### config.mk
export PLATFORM = sky130hd
export DESIGN_NAME = key_debounce
export DESIGN_NICKNAME = d
export VERILOG_FILES = /design/src/rtl/key_debounce.sv
export SDC_FILE = /design/constraint.sdc
export NUM_CORES = 1
export LEC_CHECK = 0
export BUFFER_PORTS_ARGS = -buffer_cell sky130_fd_sc_hd__clkbuf_2
export CORE_MARGIN = 2
export CORE_UTILIZATION = 40
export CTS_CLUSTER_SIZE = 30
export DETAILED_ROUTE_END_ITERATION = 10
export SYNTH_ARGS = -nofsm -noshare
export SYNTH_HDL_FRONTEND = slang
export SYNTH_SLANG_ARGS = --single-unit
### constraint.sdc
create_clock -name clk -period 2.3 [get_ports clk]
set_clock_uncertainty 0.1 [all_clocks]
set_input_delay 0.345 -clock clk [delete_from_list [all_inputs] [get_ports clk]]
set_output_delay 0.345 -clock clk [all_outputs]
set_load 0.03 [all_outputs]
### src/rtl/key_debounce.sv
// key_debounce: synchronises a raw, bouncing input and qualifies each level
// change with a stable-cycle counter before it reaches key_out.
`timescale 1ns/1ps

module key_debounce #(
  parameter int unsigned CNT_MAX     = 1_000_000,
  parameter int unsigned SYNC_STAGES = 2,
  parameter logic        RST_VAL     = 1'b0
) (
  input  logic clk,
  input  logic rst,
  input  logic key_in,
  output logic key_out,
  output logic busy
);

  localparam int unsigned CW = $clog2(CNT_MAX + 1);
  localparam logic [CW-1:0] CNT_LAST = CW'(CNT_MAX - 1);

  typedef enum logic [1:0] {
    S_LOW  = 2'd0,
    S_RISE = 2'd1,
    S_HIGH = 2'd2,
    S_FALL = 2'd3
  } state_t;

  localparam state_t S_RESET = RST_VAL ? S_HIGH : S_LOW;

  logic [SYNC_STAGES-1:0] sync;
  logic                   key_s;
  state_t                 state, state_nx;
  logic [CW-1:0]          cnt, cnt_nx;
  logic                   key_out_nx;

  assign key_s = sync[SYNC_STAGES-1];

  // Synchroniser shift register; only the last stage is used downstream.
  always_ff @(posedge clk) begin
    if (rst) begin
      sync <= {SYNC_STAGES{RST_VAL}};
    end else begin
      sync <= {sync[SYNC_STAGES-2:0], key_in};
    end
  end

  // State, qualification counter and debounced output registers.
  always_ff @(posedge clk) begin
    if (rst) begin
      state   <= S_RESET;
      cnt     <= '0;
      key_out <= RST_VAL;
    end else begin
      state   <= state_nx;
      cnt     <= cnt_nx;
      key_out <= key_out_nx;
    end
  end

  // Next-state logic: a candidate level must survive CNT_MAX consecutive
  // samples in a wait state; any opposite sample aborts, even on the expiry cycle.
  always_comb begin
    state_nx   = state;
    cnt_nx     = cnt;
    key_out_nx = key_out;
    unique case (state)
      S_LOW: begin
        if (key_s) begin
          state_nx = S_RISE;
          cnt_nx   = '0;
        end
      end
      S_RISE: begin
        if (!key_s) begin
          state_nx = S_LOW;
          cnt_nx   = '0;
        end else if (cnt == CNT_LAST) begin
          state_nx   = S_HIGH;
          cnt_nx     = '0;
          key_out_nx = 1'b1;
        end else begin
          cnt_nx = cnt + CW'(1);
        end
      end
      S_HIGH: begin
        if (!key_s) begin
          state_nx = S_FALL;
          cnt_nx   = '0;
        end
      end
      S_FALL: begin
        if (key_s) begin
          state_nx = S_HIGH;
          cnt_nx   = '0;
        end else if (cnt == CNT_LAST) begin
          state_nx   = S_LOW;
          cnt_nx     = '0;
          key_out_nx = 1'b0;
        end else begin
          cnt_nx = cnt + CW'(1);
        end
      end
      default: begin
        state_nx = S_RESET;
        cnt_nx   = '0;
      end
    endcase
  end

  // Busy is a direct decode of the registered state.
  always_comb begin
    busy = (state == S_RISE) || (state == S_FALL);
  end

endmodule

==> flow_summary.toml, run 1 <==
[route]
route.vias.total = 1146
wirelength_mm = 2.703
route.detailed.drc = 0
drt-wirelength-per-cell_um = 13.45
ant_nets = 0
viasPerCell = 5.701
dr.pass1.iters = 6
drtIter0Drc = 26

[floorplan]
coreArea_um2 = 3103
dieArea_um2 = 3782
fp.dieH_um = 61.50
initial_core_util_pct = 42.62
dieWidth_um = 61.50
io_pins = 5
rows = 20

[power]
power.switching_mw = 0.1530
leakagePower_nw = 0.4809
clkPwrFrac_pct = 29.4
p_per_area_nw_per_um2 = 470.9
power.internal_mw = 0.5139
p_seq_share_pct = 66.1
comb_power_share_pct = 4.4
switching_share_pct = 22.95
ir_drop_mv = 0.3123

[timing]
worst_pin_slew_ns = 1.082
fin_ws_ns = 0.1691
hold_viol = 0
maxSlewViolCount = 0
whs_ns = 0.1327
rsz0062_at_grt = "false"
fmax_ghz = 0.4693
setup-violations-final = 0
slew_headroom_pct = 27.32
setup_tns_ns = 0
fin_crit_sh_pct = 92.65
period_needed_ns = 2.131

[global_routing]
grt_pass1_wl_mm = 4.781
antenna_found_initial = 0
use_met2_pct = 26.77
use_met3_pct = 2.311
grt_use_total_pct = 16.62
grt_pass1_vias = 1089
grt.busiest_layer = "met2"
grt_remaining_overflow = 0
grt_max_degree = 15
grt.met1_usage_pct = 22.22

[cells_and_area]
syn2layout_area_growth_pct = 7.096
fin_cells = 201
drive_above_1_share_pct = 14.01
finish.instance_area_um2 = 1416
nNetsFinal = 162
fillers = 333
multi_input_area_um2 = 764.5
num_antenna_cells = 0
final-seq-area_um2 = 501.7

[critical_path]
path_max_fanout = 5
crit_arrival_ns = 2.24
crit_type = "flip-flop to flip-flop"
cp.required_ns = 2.41
crit_path_end_kind = "flip-flop"
worst_setup_path_start_kind = "flip-flop"
r2r_setup_slack_ns = 0.17

[logic_synthesis]
ys.flop_type = "dfxtp_1"
ys_types = 40
synth_common_cells = "dfxtp_1, nand2_1, nand3_1, a31oi_1"
synthTopCellsByArea = "dfxtp_1, nand2_1, nand3_1"
synth_edf_count = 0
synth_nets = 155
synth_top_area_cell = "dfxtp_1"
synth-seq-area-share_pct = 37.84
syn_avg_cell_area_um2 = 8.758
yosysMostFrequentCell = "dfxtp_1"
synth_seq_cells = 25
async_flop_share_pct = 0
yosysWarnings = 0
synth_area_um2 = 1323
yosys.area.top_type_share_pct = 37.84
synthCells = 151

[status]
status = "finished clean"

[place]
dpl-instance-area_um2 = 1378
dpl.cell_count = 197
hpwl_mm = 1.958
pre_cts_ws_ns = 0.1161
port_buffers = 4
gp_congestion = 0.8995

[cts]
tritoncts = "yes"
post_cts_buffers = 0
clockRootBuffer = "clkbuf_4"
cts_buffers = 3
clock_sinks = 25
clockBufferDepth = 2
htreeDepth = 1
hold_buffers = 0
cts_resized = 0
cts.clk_slew.worst_paths_ns = 0.14
clk_latency_ns = 0.31

[min_path]
hold_path.class = "input port to flip-flop"

[run]
cap_violations = 0
## sequential cells by signal (all words and copies together), names as in the netlist, named ones only
register and flops:
cnt 20, sync 2, key_out 1, state 1
## layer usage
metal | vias up | share of wire [%] | wire [um]
li1 | 584 | - | -
met1 | 543 | 50 | 1359
met2 | 15 | 46 | 1254
met3 | 4 | 2.4 | 65
met4 | 0 | 0.85 | 23
met5 | - | 0 | 0
## per-stage QoR
stage                     util (%)  total power [mW]
after CTS                    45.24            0.6790
after floorplan                  -            0.4725
after detailed placement     44.40            0.4807
after global placement       44.40            0.4798
after global routing         45.65            0.7001
final                        45.65            0.6669
## cell usage in the layout, fill, tap and decap left out, drive strengths merged, types with 2 or more instances in the layout
cell	synthesis	layout
a21oi	8	8
a22o	3	3
a31oi	11	11
a41oi	2	2
and3	3	3
and4	3	3
buf	5	5
clkbuf	2	8
dfxtp	25	25
inv	2	2
mux2i	4	4
nand2	20	20
nand2b	3	3
nand3	14	14
nand4	5	5
nor2	7	7
nor2b	3	3
nor3	3	3
nor3b	2	2
nor4	2	2
nor4b	3	3
o21ai	2	2
or3	2	2
or3b	2	2
or4	2	2
xnor2	4	4
## area by class of cell
cell class / instances / area share, %
Multi-Input combinational cell: 117 / 53.98
Inverter: 2 / 0.5300
Clock buffer: 4 / 1.855
Sequential cell: 25 / 35.42
Tap cell: 44 / 3.887
Timing Repair Buffer: 9 / 4.329
## power by group through the flow
stage | clock network, mW | registers, mW | logic [mW]
after floorplan | 0 | 0.453 | 0.0195
after global placement | 0 | 0.450 | 0.0296
after detailed placement | 0 | 0.450 | 0.0303
after CTS | 0.208 | 0.441 | 0.0303
after global routing | 0.226 | 0.442 | 0.0326
final | 0.196 | 0.441 | 0.0296
## kinds of logic after synthesis
group	count (synthesis)	synth area share (%)
flip-flops	25	37.84
multiplexers	4	3.028
AO/OA/AOI/OAI	31	15.90
adder cells (fa/ha/maj)	1	0.9459
XOR/XNOR	5	3.311
AND/OR/NAND/NOR	76	34.06
buffers and inverters	9	4.919
## worst paths after layout
| check | startpoint | endpoint | cells after the start |
|---|---|---|---|
| hold reg to reg | sync[0] | sync[1] | 1 |
| setup / recovery | cnt[1] | cnt[11] | 6 |
| setup reg to reg | cnt[1] | cnt[11] | 6 |
| hold / removal | key_in | sync[0] | 2 |
## worst max-delay path, cell delays in order (launching register included)
cell and delay [ns]:
dfxtp_1 0.39, ha_1 0.22, and4_1 0.31, and4_1 0.34, a21oi_2 0.11, and4b_1 0.19
or3_1 0.35
(Power assumes the default switching activity.)
==> run 2: changes to the inputs <==
--- a/config.mk
+++ b/config.mk
@@ -6,10 +6,13 @@
 export NUM_CORES = 1
 export LEC_CHECK = 0
 export BUFFER_PORTS_ARGS = -buffer_cell sky130_fd_sc_hd__clkbuf_2
+export CELL_PAD_IN_SITES_DETAIL_PLACEMENT = 1
+export CELL_PAD_IN_SITES_GLOBAL_PLACEMENT = 2
 export CORE_MARGIN = 2
-export CORE_UTILIZATION = 40
+export CORE_UTILIZATION = 37
 export CTS_CLUSTER_SIZE = 30
 export DETAILED_ROUTE_END_ITERATION = 10
+export PLACE_DENSITY_LB_ADDON = 0.1
 export SYNTH_ARGS = -nofsm -noshare
 export SYNTH_HDL_FRONTEND = slang
 export SYNTH_SLANG_ARGS = --single-unit
==> flow_summary.toml, run 2 (synthesis results as in run 1) <==
[status]
status = "finished clean"

[cts]
tritoncts = "yes"
htreeDepth = 1
hold_buffers = 0
clockRootBuffer = "clkbuf_4"
cts.clk_slew.worst_paths_ns = 0.14
clk_latency_ns = 0.32
clock_sinks = 25
cts_buffers = 3
clockBufferDepth = 2

[place]
gp_congestion = 0.8462
pre_cts_ws_ns = 0.1110
dpl-instance-area_um2 = 1380
port_buffers = 4
dpl.cell_count = 199
hpwl_mm = 2.367

[cells_and_area]
top_register = "cnt"
utilization_pct = 41.86
final_cell_mix = "dfxtp_1, nand2_1, nand3_1, a31oi_1"
syn2layout_area_growth_pct = 7.285
fin_cells = 203
fillers = 412
finish.instance_area_um2 = 1419
nNetsFinal = 162
reg.largest.list = "cnt x20, sync x2"
largest_reg_flops = 20
drive_above_1_share_pct = 14.01
final_common_cell = "dfxtp_1"
num_antenna_cells = 0

[timing]
rsz0062_at_grt = "false"
fmax_ghz = 0.4665
fin_crit_sh_pct = 93.19
worst_pin_slew_ns = 1.193
slew_headroom_pct = 19.83
period_needed_ns = 2.143
setup-violations-final = 0
fin_ws_ns = 0.1566
maxSlewViolCount = 0
hold_viol = 0
whs_ns = 0.1209
setup_tns_ns = 0

[route]
wirelength_mm = 3.184
dr.pass1.iters = 4
drtIter0Drc = 24
route.vias.total = 1168
viasPerCell = 5.754
route.detailed.drc = 0
ant_nets = 0
drt-wirelength-per-cell_um = 15.68

[power]
total_power_mw = 0.6731
p_seq_share_pct = 65.6
power.switching_mw = 0.1590
comb_power_share_pct = 4.6
ir_drop_mv = 0.1954
switching_share_pct = 23.62
leakagePower_nw = 0.4815
power.internal_mw = 0.5141
p_per_area_nw_per_um2 = 474.4
clkPwrFrac_pct = 29.8

[critical_path]
worst_setup_path_start_kind = "flip-flop"
r2r_cells = 6
rr_startpoint = "cnt[0]"
worst-path-buf-inv = 0
path_max_fanout = 5
cp_slowest_cell = "or4_1"
cp.depth = 6
crit_type = "flip-flop to flip-flop"
crit_arrival_ns = 2.26
rr_endpoint = "cnt[14]"
crit_path_end_kind = "flip-flop"
critPathMaxStageDelay_ns = 0.59
critPathTopFamily = "simple AND/OR/NAND/NOR gates"
crit_chain = "ha_1, nand4_1, or4_1, or2_2, a21oi_1, mux2i_1"
r2r_setup_slack_ns = 0.16
cp.required_ns = 2.42

[min_path]
hold_path.class = "input port to flip-flop"
min_path_cells = 2
hold_end = "sync[0]"
min_from = "key_in"

[run]
cap_violations = 0

[floorplan]
io_pins = 5
rows = 21
initial_core_util_pct = 39.02
coreArea_um2 = 3390
dieWidth_um = 63.79
fp.dieH_um = 63.79
dieArea_um2 = 4069

[global_routing]
grt.busiest_layer = "met2"
grt_pass1_vias = 1176
use_met2_pct = 30.21
antenna_found_initial = 0
grt_pass1_wl_mm = 5.623
grt_use_total_pct = 17.38
grt_max_degree = 15
use_met3_pct = 2.113
grt_remaining_overflow = 0
grt.met1_usage_pct = 22.17
-- run 2: changes by cell type in the layout (fill, tap and decap cells not counted) --
cell,delta
and4_2,+1
and4_1,-1
dfxtp_1,+1
o311ai_0,-1
o311ai_1,+1
dfxtp_2,-1
-- run 2: worst register-to-register path, cell delays in order (launching register included) --
cell	delay, ns
dfxtp_1	0.42
ha_1	0.24
nand4_1	0.17
or4_1	0.59
or2_2	0.29
a21oi_1	0.15
mux2i_1	0.09
-- run 2: cell type report --
| cell class | instances | area [um^2] | area share, % |
|---|---|---|---|
| well taps | 46 | 57.56 | 4.056 |
| flip-flops and latches | 25 | 500.5 | 35.27 |
| inverters | 2 | 7.507 | 0.5291 |
| multi-input cells | 117 | 765.7 | 53.97 |
| repair buffers | 9 | 61.31 | 4.321 |
| clock buffers | 4 | 26.28 | 1.852 |
-- run 2: timing repair --
| action | 4_1_cts | 5_1_grt |
|---|---|---|
| setup endpoints to repair | 0 | 1 |
| buffers inserted | 0 | 0 |
| gates resized for setup | 0 | 4 |
-- run 2: power by group through the flow --
stage	Combinational [mW]	Clock (mW)	Sequential (mW)
2_1_floorplan	0.0195	0	0.453
3_3_place_gp	0.0307	0	0.450
3_5_place_dp	0.0314	0	0.451
4_1_cts	0.0315	0.211	0.441
5_1_grt	0.0339	0.229	0.442
6_report	0.0310	0.201	0.441
-- run 2: per-layer routing --
layer,up-vias,routed length [um]
met5,-,0
met2,11,1543
met1,571,1534
met4,0,49
li1,581,-
met3,5,56
-- run 2: how the worst max path moves through the flow --
stage	end	slack, ns	start
global placement	cnt[9]	0.13	cnt[0]
detailed placement	cnt[9]	0.11	cnt[0]
CTS	cnt[9]	0.08	cnt[0]
finish	cnt[14]	0.16	cnt[0]
floorplan	cnt[14]	0.34	cnt[0]
global route	cnt[11]	0.01	cnt[0]
==> run 3: changes to the inputs <==
--- a/config.mk
+++ b/config.mk
@@ -5,11 +5,12 @@
 export SDC_FILE = /design/constraint.sdc
 export NUM_CORES = 1
 export LEC_CHECK = 0
+export ABC_AREA = 1
 export BUFFER_PORTS_ARGS = -buffer_cell sky130_fd_sc_hd__clkbuf_2
 export CELL_PAD_IN_SITES_DETAIL_PLACEMENT = 1
 export CELL_PAD_IN_SITES_GLOBAL_PLACEMENT = 2
 export CORE_MARGIN = 2
-export CORE_UTILIZATION = 37
+export CORE_UTILIZATION = 33
 export CTS_CLUSTER_SIZE = 30
 export DETAILED_ROUTE_END_ITERATION = 10
 export PLACE_DENSITY_LB_ADDON = 0.1
==> flow_summary.toml, run 3 <==
[logic_synthesis]
synth-seq-area-share_pct = 34.25
yosysMostFrequentCell = "nand2_1"
synth_edf_count = 0
synth_top_area_cell = "dfxtp_1"
async_flop_share_pct = 0
ys.flop_type = "dfxtp_1"
synth_area_um2 = 1461
synthCells = 236
ys_types = 26
synth_seq_cells = 25
yosysWarnings = 0
synth_common_cells = "nand2_1, inv_1, nor2_1, dfxtp_1, nand3_1"
syn_avg_cell_area_um2 = 6.192
synthTopCellsByArea = "dfxtp_1, nand2_1, inv_1"
synth_nets = 240
yosys.area.top_type_share_pct = 34.25

[place]
dpl-instance-area_um2 = 1521
gp_congestion = 0.8067
hpwl_mm = 3.079
port_buffers = 4

[route]
wirelength_mm = 3.974
route.detailed.drc = 0
route.vias.total = 1444
drt-wirelength-per-cell_um = 13.66
ant_nets = 0
viasPerCell = 4.962
drtIter0Drc = 57
dr.pass1.iters = 4

[critical_path]
worst_setup_path_start_kind = "flip-flop"
rr_endpoint = "cnt[16]"
r2r_setup_slack_ns = 0.43
crit_arrival_ns = 1.94
cp.required_ns = 2.36
crit_path_end_kind = "flip-flop"
crit_end = "cnt[16]"
path_max_fanout = 5
r2r_cells = 8
crit_start = "cnt[0]"
rr_startpoint = "cnt[0]"
crit_type = "flip-flop to flip-flop"

[power]
p_seq_share_pct = 58.5
ir_drop_mv = 0.2253
power.internal_mw = 0.5701
switching_share_pct = 24.37
leakagePower_nw = 0.5992
comb_power_share_pct = 5.4
power.switching_mw = 0.1837
p_per_area_nw_per_um2 = 481.2
clkPwrFrac_pct = 36.1

[cells_and_area]
reg.largest.list = "cnt x20, sync x2"
largest_reg_flops = 20
num_antenna_cells = 0
final_cell_mix = "nand2_1, inv_1, nor2_1, dfxtp_1, nand3_1"
utilization_pct = 36.23
nNetsFinal = 244
finish.instance_area_um2 = 1567
top_register = "cnt"
syn2layout_area_growth_pct = 7.192
drive_above_1_share_pct = 6.276
fillers = 584
final_common_cell = "nand2_1"

[cts]
post_cts_buffers = 0
hold_buffers = 0
cts.clk_slew.worst_paths_ns = 0.09
clockRootBuffer = "clkbuf_8"
clk_latency_ns = 0.27
clock_sinks = 25
cts_buffers = 3
cts_resized = 0
tritoncts = "yes"
clockBufferDepth = 2
htreeDepth = 1

[timing]
maxSlewViolCount = 0
setup_tns_ns = 0
rsz0062_at_grt = "false"
worst_pin_slew_ns = 0.4219
fin_crit_sh_pct = 81.42
fmax_ghz = 0.5340
period_needed_ns = 1.873
setup-violations-final = 0
slew_headroom_pct = 71.87
hold_viol = 0

[floorplan]
rows = 24
dieArea_um2 = 4977
fp.dieH_um = 70.55
dieWidth_um = 70.55
initial_core_util_pct = 33.80
coreArea_um2 = 4324
io_pins = 5

[global_routing]
grt_use_total_pct = 17.59
grt_max_degree = 19
grt_pass1_vias = 1545
antenna_found_initial = 0
grt_pass1_wl_mm = 7.162
grt_remaining_overflow = 0

[status]
status = "finished clean"

[run]
cap_violations = 0

[min_path]
hold_path.class = "input port to flip-flop"
==> run 3: cell types whose count changed in the layout (fill, tap and decap cells not counted), sizes merged, moves of 9 or more <==
| cell | change |
|---|---|
| o21ai | +9 |
| nor2 | +25 |
| inv | +32 |
| a21oi | +9 |
| nand2 | +49 |
| a31oi | -11 |
==> run 3: power groups by stage <==
stage	sequential, mW	clock (mW)	combinational (mW)
6_report	0.441	0.272	0.0410
5_1_grt	0.442	0.302	0.0454
4_1_cts	0.441	0.287	0.0427
3_5_place_dp	0.451	0	0.0427
3_3_place_gp	0.450	0	0.0419
2_1_floorplan	0.448	0	0.0305
==> run 3: kinds of logic after synthesis <==
logic type	Yosys count	share of synthesized area [%]
AND/OR/NAND/NOR	133	39.13
AO/OA/AOI/OAI	34	12.50
XOR/XNOR	3	2.312
buffers and inverters	40	10.96
flip-flops	25	34.25
adder cells (fa/ha/maj)	1	0.8560
==> run 3: how the worst min path moves through the flow <==
stage,start,end,slack (ns),cells after the start
floorplan,sync[0],sync[1],0.29,2
global placement,sync[0],sync[1],0.30,2
detailed placement,sync[0],sync[1],0.31,2
CTS,key_in,sync[0],0.17,3
global route,key_in,sync[0],0.19,3
finish,key_in,sync[0],0.17,3
==> run 3: worst max-delay path, stage by stage, from the launching register on <==
cell and delay [ns]:
dfxtp_1 0.41, ha_1 0.21, nand2_1 0.12, nor2_1 0.25, nand2_1 0.15, nor2_1 0.19
nand2_1 0.10, o21ai_0 0.16, a21oi_1 0.08
==> run 3: layout make-up <==
type | count | area [um^2] | area share, %
Tap cell | 52 | 65.06 | 4.153
Sequential cell | 25 | 500.5 | 31.95
Multi-Input combinational cell | 171 | 800.8 | 51.12
Inverter | 34 | 127.6 | 8.147
Clock buffer | 4 | 45.04 | 2.875
Timing Repair Buffer | 5 | 27.53 | 1.757
==> run 3: metal layers <==
metal  up-vias  track usage (%)  wire length, um
met1       674            23.63             1963
met2        10            30.50             1922
li1        755                -                -
met4         0            3.564               29
met3         5            2.279               58
met5         -                0                0
==> run 3: per-stage QoR <==
stage / worst slack, ns / power [mW] / cells / hold WS, ns
final: 0.4273 / 0.7538 / 291 / 0.1651
after global routing: 0.1792 / 0.7891 / 291 / 0.1855
after CTS: 0.4019 / 0.7708 / 291 / 0.1675
after detailed placement: 0.4202 / 0.4936 / 287 / 0.3056
after global placement: 0.4978 / 0.4923 / 287 / 0.3040
after floorplan: 0.6906 / 0.4783 / 236 / 0.2883
